<file path="config.mk">
export PLATFORM = sky130hd
export DESIGN_NAME = bcd_serial_adder_ctrl
export DESIGN_NICKNAME = d
export VERILOG_FILES = /design/src/rtl/bcd_serial_adder_ctrl.sv
export SDC_FILE = /design/constraint.sdc
export NUM_CORES = 1
export LEC_CHECK = 0
export ABC_AREA = 0
export CAP_MARGIN = 15
export CORE_UTILIZATION = 55
export DETAILED_ROUTE_END_ITERATION = 10
export DONT_BUFFER_PORTS = 1
export PLACE_DENSITY = 0.7
export SYNTH_ARGS = -nofsm -noshare
export SYNTH_HDL_FRONTEND = slang
export SYNTH_SLANG_ARGS = --single-unit
export TNS_END_PERCENT = 30
</file>
<file path="constraint.sdc">
create_clock -name clk -period 4.1 [get_ports clk]
set_input_delay 0.82 -clock clk [delete_from_list [all_inputs] [get_ports clk]]
set_output_delay 0.82 -clock clk [all_outputs]
set_load 0.02 [all_outputs]
</file>
<file path="src/rtl/bcd_serial_adder_ctrl.sv">
// Digit-serial packed-BCD adder: one shared single-digit add/correct stage
// walks the operand digits LSB first, one digit per clock, with a
// start/busy/done handshake. Results are registered and held until the
// next completed operation.
module bcd_serial_adder_ctrl #(
    parameter int DIGITS = 3,
    parameter int CNT_W  = 2
) (
    input  logic                clk,
    input  logic                rst,
    input  logic                start,
    input  logic [4*DIGITS-1:0] a,
    input  logic [4*DIGITS-1:0] b,
    input  logic                cin,
    output logic                busy,
    output logic                done,
    output logic [4*DIGITS-1:0] sum,
    output logic                cout,
    output logic                err
);

    localparam int W = 4 * DIGITS;

    typedef enum logic [1:0] {
        IDLE = 2'd0,
        RUN  = 2'd1,
        DONE = 2'd2
    } state_t;

    state_t             state_q, state_d;
    logic [W-1:0]       a_q, a_d;
    logic [W-1:0]       b_q, b_d;
    logic [W-1:0]       res_q, res_d;
    logic [W-1:0]       sum_q, sum_d;
    logic [CNT_W-1:0]   idx_q, idx_d;
    logic               carry_q, carry_d;
    logic               err_pend_q, err_pend_d;
    logic               cout_q, cout_d;
    logic               err_q, err_d;

    logic [3:0]         dig_a, dig_b, dig_out;
    logic [4:0]         raw;
    logic               carry_nx;
    logic [W-1:0]       res_upd;
    logic               bad_in;
    logic               last_digit;

    // Single-digit BCD add/correct on the digit selected by idx, merged into the partial result
    always_comb begin
        dig_a   = '0;
        dig_b   = '0;
        for (int unsigned i = 0; i < DIGITS; i++) begin
            if (idx_q == CNT_W'(i)) begin
                dig_a = a_q[4*i +: 4];
                dig_b = b_q[4*i +: 4];
            end
        end
        raw = {1'b0, dig_a} + {1'b0, dig_b} + {4'b0000, carry_q};
        if (raw > 5'd9) begin
            dig_out  = raw[3:0] + 4'd6;
            carry_nx = 1'b1;
        end else begin
            dig_out  = raw[3:0];
            carry_nx = 1'b0;
        end
        res_upd = res_q;
        for (int unsigned i = 0; i < DIGITS; i++) begin
            if (idx_q == CNT_W'(i)) begin
                res_upd[4*i +: 4] = dig_out;
            end
        end
        last_digit = (idx_q == CNT_W'(DIGITS - 1));
    end

    // Flag any non-BCD digit on the request inputs
    always_comb begin
        bad_in = 1'b0;
        for (int unsigned i = 0; i < DIGITS; i++) begin
            if ((a[4*i +: 4] > 4'd9) || (b[4*i +: 4] > 4'd9)) begin
                bad_in = 1'b1;
            end
        end
    end

    // Next-state and datapath register update for the IDLE/RUN/DONE sequencer
    always_comb begin
        state_d    = state_q;
        a_d        = a_q;
        b_d        = b_q;
        res_d      = res_q;
        sum_d      = sum_q;
        idx_d      = idx_q;
        carry_d    = carry_q;
        err_pend_d = err_pend_q;
        cout_d     = cout_q;
        err_d      = err_q;

        unique case (state_q)
            IDLE, DONE: begin
                if (start) begin
                    a_d        = a;
                    b_d        = b;
                    carry_d    = cin;
                    err_pend_d = bad_in;
                    idx_d      = '0;
                    res_d      = '0;
                    state_d    = RUN;
                end else begin
                    state_d    = IDLE;
                end
            end
            RUN: begin
                res_d   = res_upd;
                carry_d = carry_nx;
                idx_d   = idx_q + CNT_W'(1);
                if (last_digit) begin
                    sum_d   = res_upd;
                    cout_d  = carry_nx;
                    err_d   = err_pend_q;
                    state_d = DONE;
                end
            end
            default: state_d = IDLE;
        endcase
    end

    // State and datapath registers with synchronous reset
    always_ff @(posedge clk) begin
        if (rst) begin
            state_q    <= IDLE;
            a_q        <= '0;
            b_q        <= '0;
            res_q      <= '0;
            sum_q      <= '0;
            idx_q      <= '0;
            carry_q    <= 1'b0;
            err_pend_q <= 1'b0;
            cout_q     <= 1'b0;
            err_q      <= 1'b0;
        end else begin
            state_q    <= state_d;
            a_q        <= a_d;
            b_q        <= b_d;
            res_q      <= res_d;
            sum_q      <= sum_d;
            idx_q      <= idx_d;
            carry_q    <= carry_d;
            err_pend_q <= err_pend_d;
            cout_q     <= cout_d;
            err_q      <= err_d;
        end
    end

    assign busy = (state_q == RUN);
    assign done = (state_q == DONE);
    assign sum  = sum_q;
    assign cout = cout_q;
    assign err  = err_q;

endmodule

</file>
; ---- Word level (Yosys, flattened, before mapping)
; Index checks and enable logic that the tools add are counted.
[totals]
ff_bits = 56
input_bits = 28
output_inout_bits = 16
elab_cells = 60
[classes]
n_addsub = 4
n_lt_le_gt_ge = 7
eq_ne = 6
mux = 23
n_reduce_logical = 10
[ops]
columns = cell, n
row1 = $mux 4, 10
row2 = $gt 4x4->1 const B, 6
row3 = $pmux 12 s2, 1
row4 = $mux 12, 1
row5 = $pmux 2 s2, 2
row6 = $mux 1, 6
row7 = $reduce_and 2->1, 3
row8 = $add 4x4->5, 1
row9 = $add 5x1->5, 1
row10 = $gt 5x4->1 const B, 1
row11 = $add 4x3->4 const B, 1
row12 = $eq 2x1->1 const B, 2
row13 = $eq 2x2->1 const B, 2
row14 = $logic_not 2->1, 2
row15 = $mux 2, 2
row16 = $logic_or 1x1->1, 3
row17 = $add 2x1->2 const B, 1
row18 = $ne 2x1->1 const B, 1
row19 = $ne 2x2->1 const B, 1
row20 = $pmux 1 s2, 1
row21 = $reduce_bool 2->1, 1
row22 = $reduce_or 2->1, 1

; ---- Longest topological paths before layout
[logic_depth]
depth_word = 10
ltp_mapped = 18
ltp_nobuf = 17

; ---- Least setup slack after synthesis
; No wires, ideal clock.
[synth_timing]
path_kind = reg2reg
start = register idx_q[1]
end = register sum_q[1] (netlist: sum[1])
setup_ns = 0.091
arrival_time_ns = 3.368
required_time_ns = 4.009
path_slack_ns = 0.641
path_stages_with_launch = 18
n_path_buf = 2
period_less_slack_ns = 3.459
cell_sequence = dfxtp_1 -> inv_1 -> ha_1 -> clkbuf_1 -> clkbuf_1 -> nor2_1 -> a21oi_1 -> nor2_1 -> a21oi_1 -> fa_1 -> inv_1 -> fa_1 -> xnor2_2 -> ha_1 -> a22oi_1 -> a31oi_4 -> xnor2_1 -> a311oi_1
[synth_between]
elab_chain_cells = 9
word_cells_on_any_way = 16
classes_between = add/sub (3) / order compare (1) / eq/ne (2) / mux (8) / reduce/logical (2)
[synth_lines]
columns = item, line
row1 = "start, declared", 35  ; logic [CNT_W-1:0] idx_q, idx_d;
row2 = "start signal, assigned", 146  ; idx_q <= idx_d;
row3 = $logic_not 2->1, "53, 68"
row4 = $mux 4 (3 in a row), 53  ; if (idx_q == CNT_W'(i)) begin
row5 = $add 4x4->5, 58  ; raw = {1'b0, dig_a} + {1'b0, dig_b} + {4'b0000, carry_q};
row6 = $add 5x1->5, 58
row7 = $add 4x3->4 / $gt 5x4->1 (equally long branches), "60, 59"
row8 = $mux 4, 59  ; if (raw > 5'd9) begin
row9 = $mux 4, 68  ; if (idx_q == CNT_W'(i)) begin
row10 = "end signal, assigned", 145  ; sum_q <= sum_d;
row11 = "end, declared", 34  ; logic [W-1:0] sum_q, sum_d;
; Several ways; a longest one is shown, not always the timed one.
; A chain may end at the register's enable or synchronous reset.

; ---- Worst setup path in the final report
[layout_timing]
start = register idx_q[1]
end = register sum_q[5] (netlist: sum[5])
[layout_between]
elab_chain_cells = 9
word_cells_on_any_way = 16
classes_between = add/sub (3) / order compare (1) / eq/ne (2) / mux (8) / reduce/logical (2)
[layout_lines]
columns = item, line
row1 = $logic_not 2->1, 53
row2 = $mux 4 (3 in a row), 53
row3 = $add 4x4->5, 58
row4 = $add 5x1->5, 58
row5 = $add 4x3->4 / $gt 5x4->1 (equally long branches), "60, 59"
row6 = $mux 4, 59
row7 = $mux 4, 68
; Several ways; a longest one is shown, not always the timed one.

==> impl_metrics.py <==
metrics = {
    "floorplan": {
        "floorplan.initialDensity_pct": 57.4,
        "dieHeight_um": 69.4,
        "pin_count": 44,
        "fp.coreArea_mm2": 0.00435,
        "die-width_um": 69.4,
        "standard_cell_row_count": 24,
        "die_area_mm2": 0.00481,
    },
    "sta": {
        "maxSlewViolCount": 0,
        "min_period_over_period_pct": 89.8,
        "max_freq_mhz": 272,
        "max_slew.worst_pin.slew_ps": 893,
        "layout_setup_ws_ps": 417,
        "totalNegativeSetupSlack_ps": 0,
        "period_needed_ps": 3680,
        "unrepaired_setup_endpoints_after_global_routing": "false",
        "finalHoldViolations": 0,
        "whs_ps": 457,
        "skew_ps": 11.2,
        "finalSetupViolations": 0,
        "relSlewSlack_pct": 40.5,
    },
    "synthesis": {
        "mappedNetlistArea_mm2": 0.00250,
        "syn-num-nets": 363,
        "syn_inst": 326,
        "avgSynthCellArea_um2": 7.66,
        "synth.lib_cells_used.distinct": 42,
        "ys_seq_area_share_pct": 41.7,
        "yosysWarnings": 0,
        "ys_seq_elements": 52,
        "synth_enable_flop_cells": 0,
        "asyncSetResetFlopFracSynth_pct": 0,
        "synthFlopType": "dfxtp_1",
    },
    "final_layout": {
        "antenna-diode-count": 0,
        "finish.instance_area_mm2": 0.00262,
        "synthToLayoutAreaGrowth_pct": 4.96,
        "final-instance-count-excl-fill": 365,
        "design.final.nets": 349,
        "finish.utilization_pct": 60.2,
        "post_route_cells_drive_above_1_share_pct": 5.43,
    },
    "cts": {
        "postCtsSetupBuffers": 0,
        "cts_hold_buf": 0,
        "cts_repair_resize_count": 0,
        "clock_transition_at_the_registers_of_the_reported_paths_ps": 90,
        "htree_levels": 2,
        "root_buffer": "clkbuf_8",
        "cts_max_path_buffers": 2,
        "clock_sinks": 52,
        "worst_skew_pair.late_latency_ps": 310,
        "cts_tree": "done",
        "cts_inserted_buffers": 5,
    },
    "critical_path": {
        "critPathKind": "reg2reg",
        "rrSetupSlack_ps": 420,
        "worstPathArrival_ps": 3840,
        "start_kind": "register",
        "timing.critical_path.required_ps": 4260,
        "worst_setup_path_end_kind": "register",
        "worst-path-max-fanout": 16,
    },
    "route": {
        "detailedRoute.firstIterationViolations": 181,
        "route.detailed.drc": 0,
        "routed_via_density": 5.82,
        "total_number_of_vias": 2126,
        "drt_first_pass_iters": 4,
        "routed_wirelength_mm": 5.41,
        "detail_route.wl_per_cell_um": 14.8,
        "ant_nets": 0,
    },
    "place": {
        "detailedPlacementHpwl_mm": 3.85,
        "detailed_place.area_mm2": 0.00249,
        "port_buffers": 0,
        "routabilityCongestion": 0.796,
        "place_inst": 357,
        "pre_cts_slack_ps": 443,
    },
    "power": {
        "swShare_pct": 27.4,
        "irDropWorstVdd_uv": 248,
        "cellInternalPower_mw": 0.816,
        "share_seq_of_total_power_pct": 48.3,
        "power.share.combinational_pct": 17.6,
        "power-per-cell-area_mw_per_mm2": 428,
        "power.static_leakage_nw": 0.994,
        "p_switching_mw": 0.307,
        "finalPower_mw": 1.12,
        "clockPowerShare_pct": 34.1,
    },
    "global_route": {
        "overall_fraction_of_global_route_tracks_in_use_pct": 23.9,
        "globalRouteOverflowTotal": 0,
        "grt_pass1_wl_mm": 9.17,
        "antenna_found_initial": 0,
        "first_global_vias": 1972,
        "grt_max_degree": 48,
    },
    "run": {
        "max-cap-violations": 0,
    },
    "run_status": {
        "status": "finished clean",
    },
    "worst_hold_path": {
        "min-delay-path-class": "reg2reg",
    },
}
## synthesized netlist by cell type (3+ instances only)
library cell | number | share of area [%]
buf_1 | 3 | 0.45
dfxtp_1 | 52 | 42
clkbuf_1 | 19 | 2.9
nor2_1 | 27 | 4.1
a211oi_1 | 3 | 0.90
a21o_1 | 5 | 1.5
nand2_1 | 74 | 11
a22oi_1 | 4 | 1.2
nand2b_1 | 4 | 1.0
inv_1 | 8 | 1.2
nor2b_1 | 6 | 1.5
a21oi_1 | 42 | 8.4
o211ai_1 | 4 | 1.2
nand3_1 | 5 | 1.0
a221oi_1 | 3 | 1.1
a31oi_1 | 4 | 1.0
o21ai_0 | 25 | 5.0
ha_1 | 7 | 3.5
## critical path: stages, from the launching register on
cell and delay [ps]:
dfxtp_1 330, inv_1 80, ha_1 440, nor2_1 100, a21oi_1 130, nor2_1 60, a21oi_1 180, fa_1 210
inv_1 60, fa_1 570, inv_1 110, ha_1 250, a22oi_1 400, a31oi_4 150, xnor2_1 320, a311oi_1 140
## cells by family after synthesis
| kind of cell | share of synthesized area [%] |
|---|---|
| AND/OR/NAND/NOR | 22.1 |
| AO/OA/AOI/OAI | 25.1 |
| buffers and inverters | 5.06 |
| flip-flops | 41.7 |
| XOR/XNOR | 1.00 |
| adder cells (fa/ha/maj) | 5.11 |
## area by class of cell
class | count | area [um^2]
repair buffers | 3 | 22.5
multi-input cells | 241 | 1330
well taps | 52 | 65.1
inverters | 9 | 33.8
clock inverters | 1 | 30.0
fillers | 410 | 1730
flip-flops and latches | 52 | 1040
clock buffers | 7 | 96.3
## power groups by stage
stage	registers [mW]	logic (mW)	clock network (mW)
detailed placement	0.553	0.198	0
finish	0.542	0.198	0.383
floorplan	0.549	0.166	0
global route	0.545	0.223	0.405
CTS	0.542	0.198	0.389
global placement	0.553	0.193	0
## placed cells by master (no fill, tap or decap), types with 2 or more instances in the layout
master    count
nor2_1       27
a311oi_1      2
o21ai_0      25
nor4b_1       2
a32o_1        2
a21oi_1      42
or3_1         2
ha_1          7
o211ai_1      4
and2_1        2
a221oi_1      3
nor3_1        2
nand2b_1      4
nor2b_1       5
inv_1         8
fa_1          2
a31oi_1       4
buf_4         3
nand2_1      74
a211oi_1      3
a22oi_1       4
nand3_1       5
dfxtp_1      52
a21o_1        5
clkbuf_8      7
## registers in the layout, summed over array words and instances, names as in the netlist
| signal | flops |
|---|---|
| sum | 12 |
| res_q | 8 |
| err_pend_q | 1 |
| a_q | 12 |
| cout | 1 |
| b_q | 12 |
| idx_q | 2 |
| err | 1 |
| state_q | 2 |
| carry_q | 1 |
## worst paths after layout
path / from / end / cells after the start
max: idx_q[1] / sum[5] / 15
min: a_q[10] / a_q[10] / 2
max reg2reg: idx_q[1] / sum[5] / 15
min reg2reg: a_q[10] / a_q[10] / 2
## routing by layer
metal  wire, um  part of all wire [%]  vias up  GRT usage [%]
met1       2620                    48      987           32.5
met3        197                   3.6        5           5.23
met4         68                   1.3        0           8.16
met5          0                     0        -              0
li1           -                     -     1088              -
met2       2530                    47       46           37.5
Note: power is estimated with default switching activity, not from simulation.
